File: src/rtl/rds_group_encoder_pkg.sv
// Shared RDS constants: block offset words, checkword generator and encoder FSM states.
// The subcarrier mixer imports the same package.
package rds_group_encoder_pkg;

   localparam logic [9:0]  c_ofs_a     = 10'h0FC;
   localparam logic [9:0]  c_ofs_b     = 10'h198;
   localparam logic [9:0]  c_ofs_c     = 10'h168;
   localparam logic [9:0]  c_ofs_cp    = 10'h350;
   localparam logic [9:0]  c_ofs_d     = 10'h1B4;
   localparam logic [10:0] c_crc_poly  = 11'h5B9;

   localparam int c_num_blocks = 16;
   localparam int c_num_bytes  = 52;

   typedef enum logic [2:0] {
      ST_IDLE,
      ST_LOAD,
      ST_CRC,
      ST_SHIFT,
      ST_DONE
   } state_t;

   // Station settings captured on an accepted start
   typedef struct packed {
      logic [15:0] pi;
      logic [4:0]  pty;
      logic        tp;
      logic        ta;
      logic        ms;
      logic [3:0]  di;
      logic [15:0] af;
      logic [63:0] ps;
   } cfg_t;

endpackage

File: src/rtl/rds_group_encoder_if.sv
// Settings/control inputs and RAM write-port outputs of the RDS group encoder.
interface rds_group_encoder_if #(
   parameter int c_addr_bits = 9
);
   logic                   start;
   logic [15:0]            pi;
   logic [4:0]             pty;
   logic                   tp;
   logic                   ta;
   logic                   ms;
   logic [3:0]             di;
   logic [15:0]            af;
   logic [63:0]            ps;
   logic [c_addr_bits-1:0] mem_addr;
   logic [7:0]             mem_data;
   logic                   mem_we;
   logic                   busy;
   logic                   done;

   modport master (
      output start, pi, pty, tp, ta, ms, di, af, ps,
      input  mem_addr, mem_data, mem_we, busy, done
   );

   modport slave (
      input  start, pi, pty, tp, ta, ms, di, af, ps,
      output mem_addr, mem_data, mem_we, busy, done
   );
endinterface

File: src/rtl/rds_group_encoder_crc10.sv
// Serial RDS checkword generator: one data bit per enabled cycle, MSB first, zero init.
module rds_crc10
   import rds_group_encoder_pkg::*;
(
   input  logic       clk,
   input  logic       reset,
   input  logic       i_clr,
   input  logic       i_en,
   input  logic       i_bit,
   output logic [9:0] o_crc
);

   logic [9:0] r_crc;
   logic       w_fb;

   assign w_fb  = r_crc[9] ^ i_bit;
   assign o_crc = r_crc;

   always_ff @(posedge clk or posedge reset) begin
      if (reset) begin
         r_crc <= '0;
      end else if (i_clr) begin
         r_crc <= '0;
      end else if (i_en) begin
         r_crc <= {r_crc[8:0], 1'b0} ^ (w_fb ? c_crc_poly[9:0] : 10'h000);
      end
   end

endmodule

File: src/rtl/rds_group_encoder.sv
// Encodes four type-0A PS groups from latched station settings and streams the
// 416 checkword-protected bits, MSB first, into the message RAM as 52 bytes.
module rds_group_encoder
   import rds_group_encoder_pkg::*;
#(
   parameter int c_base_addr = 0,
   parameter int c_addr_bits = 9
)(
   input  logic             clk,
   input  logic             reset,
   rds_group_encoder_if.slave bus
);

   localparam logic [c_addr_bits-1:0] lp_base = c_addr_bits'(c_base_addr);

   state_t                 r_state;
   state_t                 w_state_next;
   cfg_t                   r_cfg;
   logic [3:0]             r_blk;
   logic [4:0]             r_bit_cnt;
   logic [15:0]            r_word;
   logic [9:0]             r_ofs;
   logic [6:0]             r_acc;
   logic [2:0]             r_acc_cnt;
   logic [5:0]             r_byte_cnt;
   logic [c_addr_bits-1:0] r_mem_addr;
   logic [7:0]             r_mem_data;
   logic                   r_mem_we;
   logic                   r_done;

   logic                   w_accept;
   logic                   w_crc_clr;
   logic                   w_crc_en;
   logic                   w_shift;
   logic                   w_crc_bit;
   logic                   w_tx_bit;
   logic [9:0]             w_crc;
   logic [25:0]            w_block;
   logic [1:0]             w_seg;
   logic [15:0]            w_blk_word;
   logic [9:0]             w_blk_ofs;

   rds_crc10 u_crc (
      .clk   (clk),
      .reset (reset),
      .i_clr (w_crc_clr),
      .i_en  (w_crc_en),
      .i_bit (w_crc_bit),
      .o_crc (w_crc)
   );

   // Block selection: r_blk[3:2] is the segment/group, r_blk[1:0] picks A/B/C/D
   assign w_seg = r_blk[3:2];

   always_comb begin
      w_blk_word = r_cfg.pi;
      w_blk_ofs  = c_ofs_a;
      case (r_blk[1:0])
         2'd0: begin
            w_blk_word = r_cfg.pi;
            w_blk_ofs  = c_ofs_a;
         end
         2'd1: begin
            w_blk_word = {4'b0000, 1'b0, r_cfg.tp, r_cfg.pty, r_cfg.ta, r_cfg.ms,
                          r_cfg.di[2'd3 - w_seg], w_seg};
            w_blk_ofs  = c_ofs_b;
         end
         2'd2: begin
            w_blk_word = r_cfg.af;
            w_blk_ofs  = c_ofs_c;
         end
         default: begin
            w_blk_word = r_cfg.ps[6'd63 - {w_seg, 4'b0000} -: 16];
            w_blk_ofs  = c_ofs_d;
         end
      endcase
   end

   assign w_crc_bit = r_word[4'd15 - r_bit_cnt[3:0]];
   assign w_block   = {r_word, w_crc ^ r_ofs};
   assign w_tx_bit  = w_block[5'd25 - r_bit_cnt];

   always_comb begin
      w_state_next = r_state;
      w_accept     = 1'b0;
      w_crc_clr    = 1'b0;
      w_crc_en     = 1'b0;
      w_shift      = 1'b0;
      case (r_state)
         ST_IDLE: begin
            // A start coinciding with the done pulse is not a new request
            if (bus.start && !r_done) begin
               w_accept     = 1'b1;
               w_state_next = ST_LOAD;
            end
         end
         ST_LOAD: begin
            w_crc_clr    = 1'b1;
            w_state_next = ST_CRC;
         end
         ST_CRC: begin
            w_crc_en = 1'b1;
            if (r_bit_cnt == 5'd15) begin
               w_state_next = ST_SHIFT;
            end
         end
         ST_SHIFT: begin
            w_shift = 1'b1;
            if (r_bit_cnt == 5'd25) begin
               w_state_next = (r_blk == 4'd15) ? ST_DONE : ST_LOAD;
            end
         end
         ST_DONE: begin
            w_state_next = ST_IDLE;
         end
         default: begin
            w_state_next = ST_IDLE;
         end
      endcase
   end

   always_ff @(posedge clk or posedge reset) begin
      if (reset) begin
         r_state <= ST_IDLE;
      end else begin
         r_state <= w_state_next;
      end
   end

   always_ff @(posedge clk or posedge reset) begin
      if (reset) begin
         r_cfg      <= '0;
         r_blk      <= '0;
         r_bit_cnt  <= '0;
         r_word     <= '0;
         r_ofs      <= '0;
         r_acc      <= '0;
         r_acc_cnt  <= '0;
         r_byte_cnt <= '0;
         r_mem_addr <= lp_base;
         r_mem_data <= '0;
         r_mem_we   <= 1'b0;
         r_done     <= 1'b0;
      end else begin
         r_mem_we <= 1'b0;
         r_done   <= (r_state == ST_DONE);
         if (w_accept) begin
            r_cfg      <= {bus.pi, bus.pty, bus.tp, bus.ta, bus.ms, bus.di, bus.af, bus.ps};
            r_blk      <= '0;
            r_byte_cnt <= '0;
            r_acc_cnt  <= '0;
         end
         if (r_state == ST_LOAD) begin
            r_word    <= w_blk_word;
            r_ofs     <= w_blk_ofs;
            r_bit_cnt <= '0;
         end
         if (w_crc_en) begin
            r_bit_cnt <= (r_bit_cnt == 5'd15) ? 5'd0 : r_bit_cnt + 5'd1;
         end
         // The accumulator runs across block boundaries; a byte completes every 8 bits
         if (w_shift) begin
            r_acc     <= {r_acc[5:0], w_tx_bit};
            r_acc_cnt <= r_acc_cnt + 3'd1;
            r_bit_cnt <= r_bit_cnt + 5'd1;
            if (r_acc_cnt == 3'd7) begin
               r_mem_we   <= 1'b1;
               r_mem_data <= {r_acc, w_tx_bit};
               r_mem_addr <= lp_base + c_addr_bits'(r_byte_cnt);
               r_byte_cnt <= r_byte_cnt + 6'd1;
            end
            if (r_bit_cnt == 5'd25) begin
               r_blk <= r_blk + 4'd1;
            end
         end
      end
   end

   assign bus.mem_addr = r_mem_addr;
   assign bus.mem_data = r_mem_data;
   assign bus.mem_we   = r_mem_we;
   assign bus.busy     = (r_state != ST_IDLE);
   assign bus.done     = r_done;

endmodule

File: src/flat_wrapper.sv
// flat-port wrapper written by rule: the top's interface ports become plain ports
module rds_group_encoder_flat import rds_group_encoder_pkg::*;
#(
   parameter int c_base_addr = 0,
   parameter int c_addr_bits = 9
)
  (clk, reset, bus_start, bus_pi, bus_pty, bus_tp, bus_ta, bus_ms, bus_di, bus_af, bus_ps, bus_mem_addr, bus_mem_data, bus_mem_we, bus_busy, bus_done);
  rds_group_encoder_if #(.c_addr_bits(c_addr_bits)) bus_i ();
  input  logic clk;
  input  logic reset;
  input wire logic [$bits(bus_i.start)-1:0] bus_start;
  input wire logic [$bits(bus_i.pi)-1:0] bus_pi;
  input wire logic [$bits(bus_i.pty)-1:0] bus_pty;
  input wire logic [$bits(bus_i.tp)-1:0] bus_tp;
  input wire logic [$bits(bus_i.ta)-1:0] bus_ta;
  input wire logic [$bits(bus_i.ms)-1:0] bus_ms;
  input wire logic [$bits(bus_i.di)-1:0] bus_di;
  input wire logic [$bits(bus_i.af)-1:0] bus_af;
  input wire logic [$bits(bus_i.ps)-1:0] bus_ps;
  output wire logic [$bits(bus_i.mem_addr)-1:0] bus_mem_addr;
  output wire logic [$bits(bus_i.mem_data)-1:0] bus_mem_data;
  output wire logic [$bits(bus_i.mem_we)-1:0] bus_mem_we;
  output wire logic [$bits(bus_i.busy)-1:0] bus_busy;
  output wire logic [$bits(bus_i.done)-1:0] bus_done;
  assign bus_i.start = bus_start;
  assign bus_i.pi = bus_pi;
  assign bus_i.pty = bus_pty;
  assign bus_i.tp = bus_tp;
  assign bus_i.ta = bus_ta;
  assign bus_i.ms = bus_ms;
  assign bus_i.di = bus_di;
  assign bus_i.af = bus_af;
  assign bus_i.ps = bus_ps;
  assign bus_mem_addr = bus_i.mem_addr;
  assign bus_mem_data = bus_i.mem_data;
  assign bus_mem_we = bus_i.mem_we;
  assign bus_busy = bus_i.busy;
  assign bus_done = bus_i.done;
  rds_group_encoder #(.c_base_addr(c_base_addr), .c_addr_bits(c_addr_bits)) u_core (.clk(clk), .reset(reset), .bus(bus_i));
endmodule
File: config.mk
export PLATFORM = sky130hd
export DESIGN_NAME = rds_group_encoder_flat
export DESIGN_NICKNAME = d
export VERILOG_FILES = /design/src/rtl/rds_group_encoder_pkg.sv /design/src/rtl/rds_group_encoder_if.sv /design/src/rtl/rds_group_encoder_crc10.sv /design/src/rtl/rds_group_encoder.sv /design/src/flat_wrapper.sv
export SDC_FILE = /design/constraint.sdc
export NUM_CORES = 1
export LEC_CHECK = 0
export ABC_AREA = 0
export BUFFER_PORTS_ARGS = -buffer_cell sky130_fd_sc_hd__clkbuf_2
export CAP_MARGIN = 20
export CORE_ASPECT_RATIO = 0.75
export CORE_MARGIN = 8
export CORE_UTILIZATION = 40
export DETAILED_ROUTE_END_ITERATION = 7
export PLACE_DENSITY_LB_ADDON = 0.25
export SLEW_MARGIN = 30
export SYNTH_ARGS = -nofsm -noshare
export SYNTH_HDL_FRONTEND = slang
export SYNTH_SLANG_ARGS = --single-unit
File: constraint.sdc
create_clock -name clk -period 7.73 [get_ports clk]
set_input_delay 0.773 -clock clk [delete_from_list [all_inputs] [get_ports clk]]
set_output_delay 0.773 -clock clk [all_outputs]
set_load 0.01 [all_outputs]
**Yosys cells after proc, flatten, opt, wreduce, memory -nomap -nowiden**

Index checks and enable logic that the tools add are counted.

- Register bits: 188
- Input bits: 111
- Output and inout port bits: 20
- Word-level logic and storage cells: 94

- Add/subtract/negate cells: 8
- $lt $le $gt $ge: 3
- Eq/ne operators: 13
- Shift-type cells: 1
- Mux-type cells: 35
- Bitwise gates (word level): 3
- Reductions and logical operators: 10

Operators with widths:

| cell | number |
|---|---|
| $shiftx 79x7->16 | 1 |
| $pmux 16 s3 | 1 |
| $pmux 9 s3 | 1 |
| $mux 10 | 2 |
| $mux 5 | 4 |
| $mux 3 | 6 |
| $mux 6 | 3 |
| $mux 4 | 3 |
| $pmux 3 s4 | 1 |
| $mux 1 | 10 |
| $xor 10x10->10 | 1 |
| $xor 10x9->10 | 1 |
| $mux 9 | 1 |
| $add 6x1->6 const B | 1 |
| $eq 3x2->1 const B | 2 |
| $eq 3x3->1 const B | 2 |
| $lt 5x6->1 const B | 1 |
| $ne 2x1->1 const B | 3 |
| $reduce_bool 3->1 | 2 |
| $sub 6x6->6 const A | 1 |
| $add 5x1->5 const B | 1 |
| $bmux 1 s5 | 1 |
| $eq 5x4->1 const B | 1 |
| $eq 5x5->1 const B | 1 |
| other kinds (21) | 22 |

**Longest topological paths before layout**

- Word-level depth: 8
- Gate-level depth with buffers: 9

**Modules after synthesis**

Synthesis repeated with hierarchy kept, for this count alone.

- Cell total of the unflattened synthesis: 926
- Area, all modules: 8603.3 µm²

By module, submodules not included:

| module | times used | cells each | area each (µm²) | seq. area each (µm²) |
|---|---|---|---|---|
| rds_group_encoder | 1 | 875 | 8049.0 | 4354.2 |
| rds_crc10 | 1 | 51 | 554.3 | 250.2 |

**Worst setup path before layout**

OpenSTA, ideal clock, no wires.

- Path type: register to register
- Start point: register u_core.r_bit_cnt[2]
- End point: register u_core.r_mem_data[0], in the netlist u_core.bus.mem_data[0]
- Setup time: 0.139 ns
- Data arrival time: 1.746 ns
- Data required time: 7.591 ns
- Slack: 5.846 ns
- Stages on the path, launching flop included: 8
- Buffers on the path: 1
- Clock period less this slack: 1.884 ns
- Path through: dfrtp_1 -> clkbuf_1 -> inv_1 -> ha_1 -> xnor2_1 -> nor4_1 -> a2111oi_1 -> o31ai_1

- Word-level cells in the longest chain between the ends: 3

Ends and longest elaborated chain:

| item | RTL line | source |
|---|---|---|
| start, declared | rds_group_encoder.sv:20 | `logic [4:0] r_bit_cnt;` |
| start signal, assigned | rds_group_encoder.sv:159 | `r_bit_cnt <= (r_bit_cnt == 5'd15) ? 5'd0 : r_bit_cnt + 5'd1;` |
| start signal, assigned | rds_group_encoder.sv:165 | `r_bit_cnt <= r_bit_cnt + 5'd1;` |
| $sub 5x5->5 | rds_group_encoder.sv:81 | `assign w_tx_bit = w_block[5'd25 - r_bit_cnt];` |
| $bmux 1 s5 | rds_group_encoder.sv:81 |  |
| $mux 1 (not written as such) | rds_group_encoder.sv:81 |  |
| end signal, assigned | rds_group_encoder.sv:168 | `r_mem_data <= {r_acc, w_tx_bit};` |
| end, declared | rds_group_encoder.sv:27 | `logic [7:0] r_mem_data;` |

No other way between the ends. The select of a mux whose other input is x is not followed.
A chain may end at the register's enable or synchronous reset.

**Worst setup path after layout**

- Start point: register u_core.r_state[1]
- End point: register u_core.r_byte_cnt[4]

- Word-level cells in the longest chain between the ends: 5
- Elaborated cells on any way between the ends: 7

Ends and longest elaborated chain:

| item | RTL line | source |
|---|---|---|
| start, declared | rds_group_encoder.sv:16 | `state_t r_state;` |
| start signal, assigned | rds_group_encoder.sv:126 | `r_state <= w_state_next;` |
| $logic_not 3->1 | rds_group_encoder.sv:89 | `case (r_state)` |
| $mux 1 | rds_group_encoder.sv:89 |  |
| $mux 6 | rds_group_encoder.sv:147 | `if (w_accept) begin` |
| $mux 6 | rds_group_encoder.sv:166 | `if (r_acc_cnt == 3'd7) begin` |
| $mux 6 * | rds_group_encoder.sv:162 | `if (w_shift) begin` |
| end signal, assigned | rds_group_encoder.sv:170 | `r_byte_cnt <= r_byte_cnt + 6'd1;` |
| end, declared | rds_group_encoder.sv:25 | `logic [5:0] r_byte_cnt;` |

Mark *: on every way between the ends. The rest lies on a longest branch, timed or not.

==> results by stage <==
Clock tree:
- TritonCTS built the clock tree.
- The hold buffer count at CTS is 0.
- The number of gates resized after cts is 0.
- CTS saw between 150 and 200 sinks.
- The clock edge transition at the registers on the reported setup and hold paths is 80 ps.
- The buffer cell driving the clock tree root is clkbuf_16.
- The number of buffers created by CTS is 17.
- The number of setup buffers added after CTS is 0.
- The total number of H-tree levels is 4.
- The longest clock path from root to sink contains 2 buffers.
- For the worst-skew pair, the clock arrives at the later sink with an insertion delay of around 440 ps.

STA:
- The count of endpoints failing hold in the final timing report is 0.
- The achievable frequency is about 390 MHz.
- For the pin with the worst max-slew slack, the measured transition is ~850 ps.
- Setup repair after global routing left no endpoint under its margin.
- The worst path in the final design needs a cycle of between 2000 and 3000 ps, including I/O delays and setup.
- Setup violations remaining at the end of the flow were counted as 0.
- The setup skew after layout is 12.83 ps.
- Headroom to the max-slew limit came out at 0.4358.
- The final-layout setup total negative slack is 0 ps.
- The number of pins with negative max-slew slack in the final report was 0.
- Of the available clock period, the critical path in the final layout requires 0.3330.

Setup path:
- The critical path goes through and3b_1 -> nand2_1 -> inv_2 -> nand4_1 -> nand3_1 -> o21ai_1.
- The number of cells on the worst reg-to-reg path is 6.
- The data required time of the worst path is just over 8000 ps.
- On the critical path, the stage with the largest delay is an instance of dfrtp_1.
- The reg2reg setup slack is approximately 5200 ps.
- The critical path data arrival time is between 2000 and 3000 ps.
- The startpoint identified for the worst register-to-register timing path is u_core.r_state[1].
- For this run, the slowest stage of the critical path takes 690 ps.
- The total stage count of the critical path is 6.
- The category of cells accounting for the largest share of critical-path delay is simple AND/OR/NAND/NOR gates.
- The worst-path maximum fanout is 19.
- The worst setup path is captured at a flop.
- The type of the setup path with the least slack is flop to flop.
- The category of the worst setup path launch point is a flop.
- The capture point of the worst reg-to-reg path is u_core.r_byte_cnt[4].
- The number of buffers and inverters on the critical path is 1.

Run:
- The number of max-capacitance violations reported is 0.

Detailed routing:
- The starting DRC count in detailed routing is between 600 and 700.
- The number of remaining DRC errors is 0.
- Using the TritonRoute via totals, the vias-per-cell ratio works out to about 5.
- Once detail routing completed, the nets flagged for antenna violations numbered 0.
- The post-detailed-routing wire length is ~22000 µm.
- The detailed-route wire length per cell is roughly 16 µm.
- The number of iterations in the first detailed-routing pass is 5.
- The final route contains between 6000 and 7000 vias.

Place:
- The detailed placement HPWL is ~15000 µm.
- The area of placed instances is 9400 µm².
- Port buffering added roughly 130 buffers.
- The routability congestion estimate from global placement is 0.8182.

Layout:
- The post-layout instance area is between 9000 and 10000 µm².
- Of the cells placed in the final design, the portion with a size suffix greater than 1 is 0.1893.
- The final-layout fill cell count is 2060.
- 0 antenna diodes ended up in the layout.
- The post-layout utilization of the core is 0.4734.
- The area growth from synthesis to layout is 16.31%.
- The final layout contains ~1200 nets.

Yosys:
- The commonest cells after synthesis are nand2_1, dfrtp_1, o21ai_1.
- After technology mapping, the gate count stands at ~940.
- The cell taking the most area after synthesis is dfrtp_1.
- Ranked by total cell area, the synthesized netlist is headed by dfrtp_1, nand2_1, mux4_2, o21ai_1, ha_1.
- The combined area of all synthesized cells is approximately 8600 µm².
- The netlist uses approximately 50 different library cells.
- The library cell with the highest instance count after synthesis is nand2_1.
- Of the synthesized area, sequential elements account for 0.5356.
- The most used flip-flop cell after synthesis is dfrtp_1.
- In this run, synthesis produced a sequential element count of roughly 180.
- Counting flops with a built-in enable in the synthesized netlist gives 0.
- The share of async-settable or async-resettable flops after synthesis is 1.000.
- The average instance area after synthesis is about 9 µm².
- Of the post-synthesis cell area, the dominant cell type holds 0.5356.
- For this run, the number of Yosys warnings is 0.

GRT:
- For this run, the total global-route usage over all layers was measured as 0.1685.
- The via count of the first global-routing pass is 6630.
- The number of antenna violations at the first check in global routing is 0.
- The first-pass GRT wire length is roughly 35000 µm.
- The global route total overflow is 0.
- Entering global routing, the biggest net connects between 100 and 150 pins.

Die:
- In this run the standard cell core region covers about 21000 µm².
- The die is 143.0 µm tall.
- After floorplanning, the core was divided into 46 placement rows.
- The die covers 26490 µm².
- For this configuration, the core starts out at a cell density of 0.4070.
- The count of boundary I/O pins is around 130.
- From left edge to right edge, the die measures 185.3 µm.

Power and ir drop:
- The standby leakage power is between 5 and 6 nW.
- The final total power is 3.994 mW.
- The power density over cell area is ~400 nW/µm².
- VDD sags by at most approximately 0.17 mV.

Run status:
- The flow ran to the end, and the final reports show no timing, DRC or antenna violations.

Worst hold path:
- The worst min-delay path category is primary input to asynchronous set/reset pin.
## layout make-up
class / count / area, µm² / share of cell area
well taps: 288 / 360.3 / 0.03604
repair buffers: 135 / 703.2 / 0.07032
flip-flops and latches: 184 / 4606 / 0.4606
clock buffers: 18 / 439.2 / 0.04392
multi-input cells: 690 / 3689 / 0.3689
clock inverters: 14 / 160.2 / 0.01602
inverters: 10 / 42.54 / 0.004254
## cell usage in the layout (no fill, tap or decap), drive strengths merged, types with 2 or more instances in the layout
cell,n
nand2,438
dfrtp,184
clkbuf,145
o21ai,48
nor2,36
mux4,25
a21oi,25
inv,15
ha,12
a222oi,11
xnor2,8
buf,8
a22oi,7
nand3,7
clkinv,7
nor4,6
nor4b,6
mux2i,5
a211oi,4
nand2b,4
nand4,4
xor2,3
and2,3
and3,3
a31oi,3
a22o,3
a2bb2oi,3
conb,3
or2,3
o31ai,2
or3,2
a21o,2
nor2b,2
nor3,2
## worst register-to-register path: cells and delay by family, from the launching register on
| kind | cells | cell delay (ps) |
|---|---|---|
| simple gates | 4 | 1270 |
| flops | 1 | 690 |
| buf+inv | 1 | 440 |
| compound gates | 1 | 70 |
## flip-flops by register name, indices dropped and copies added (netlist names), 3 cells and up
signal / count
u_core.bus.mem_addr: 6
u_core.bus.mem_data: 8
u_core.r_acc: 7
u_core.r_acc_cnt: 3
u_core.r_bit_cnt: 5
u_core.r_blk: 4
u_core.r_byte_cnt: 6
u_core.r_cfg: 108
u_core.r_ofs: 6
u_core.r_state: 3
u_core.r_word: 16
u_core.u_crc.o_crc: 10
## per-stage QoR
stage	std cells	setup WS (ps)	hold WS [ps]
finish	1339	5156	436.9
global route	1339	4847	495.8
CTS	1339	5149	465.7
detailed placement	1307	5156	458.4
global placement	1307	5198	453.6
floorplan	946	1957	438.6
## layer usage
layer  wire length, µm  GRT usage  part of all wire
met5                 0          0                 0
met4               231    0.04076             0.011
met3              1152    0.03960             0.053
met2              9443     0.2389              0.43
met1             10890     0.2538              0.50
## worst max path at each step
stage                       from              endpoint
5_1_grt        u_core.r_state[1]  u_core.r_byte_cnt[4]
2_1_floorplan              reset       u_core.bus.done
6_report       u_core.r_state[1]  u_core.r_byte_cnt[4]
3_3_place_gp   u_core.r_state[1]  u_core.r_byte_cnt[4]
4_1_cts        u_core.r_state[1]  u_core.r_byte_cnt[4]
3_5_place_dp   u_core.r_state[1]  u_core.r_byte_cnt[4]
## kinds of logic after synthesis
logic type,after synthesis,synth area share
simple gates,521,0.2429
flops,184,0.5356
compound gates,113,0.08223
buf+inv,72,0.03740
mux,30,0.07277
fa+ha+maj,12,0.01746
xor+xnor,11,0.01121
other cells,1,0.0004362
## power breakdown
part	internal (mW)	leakage [nW]	switching [mW]
Clock	0.468	0.294	0.415
Sequential	1.41	2.31	0.340
Combinational	0.628	2.50	0.736
Total	2.50	5.11	1.49
Power figures use the tool's default switching activity.
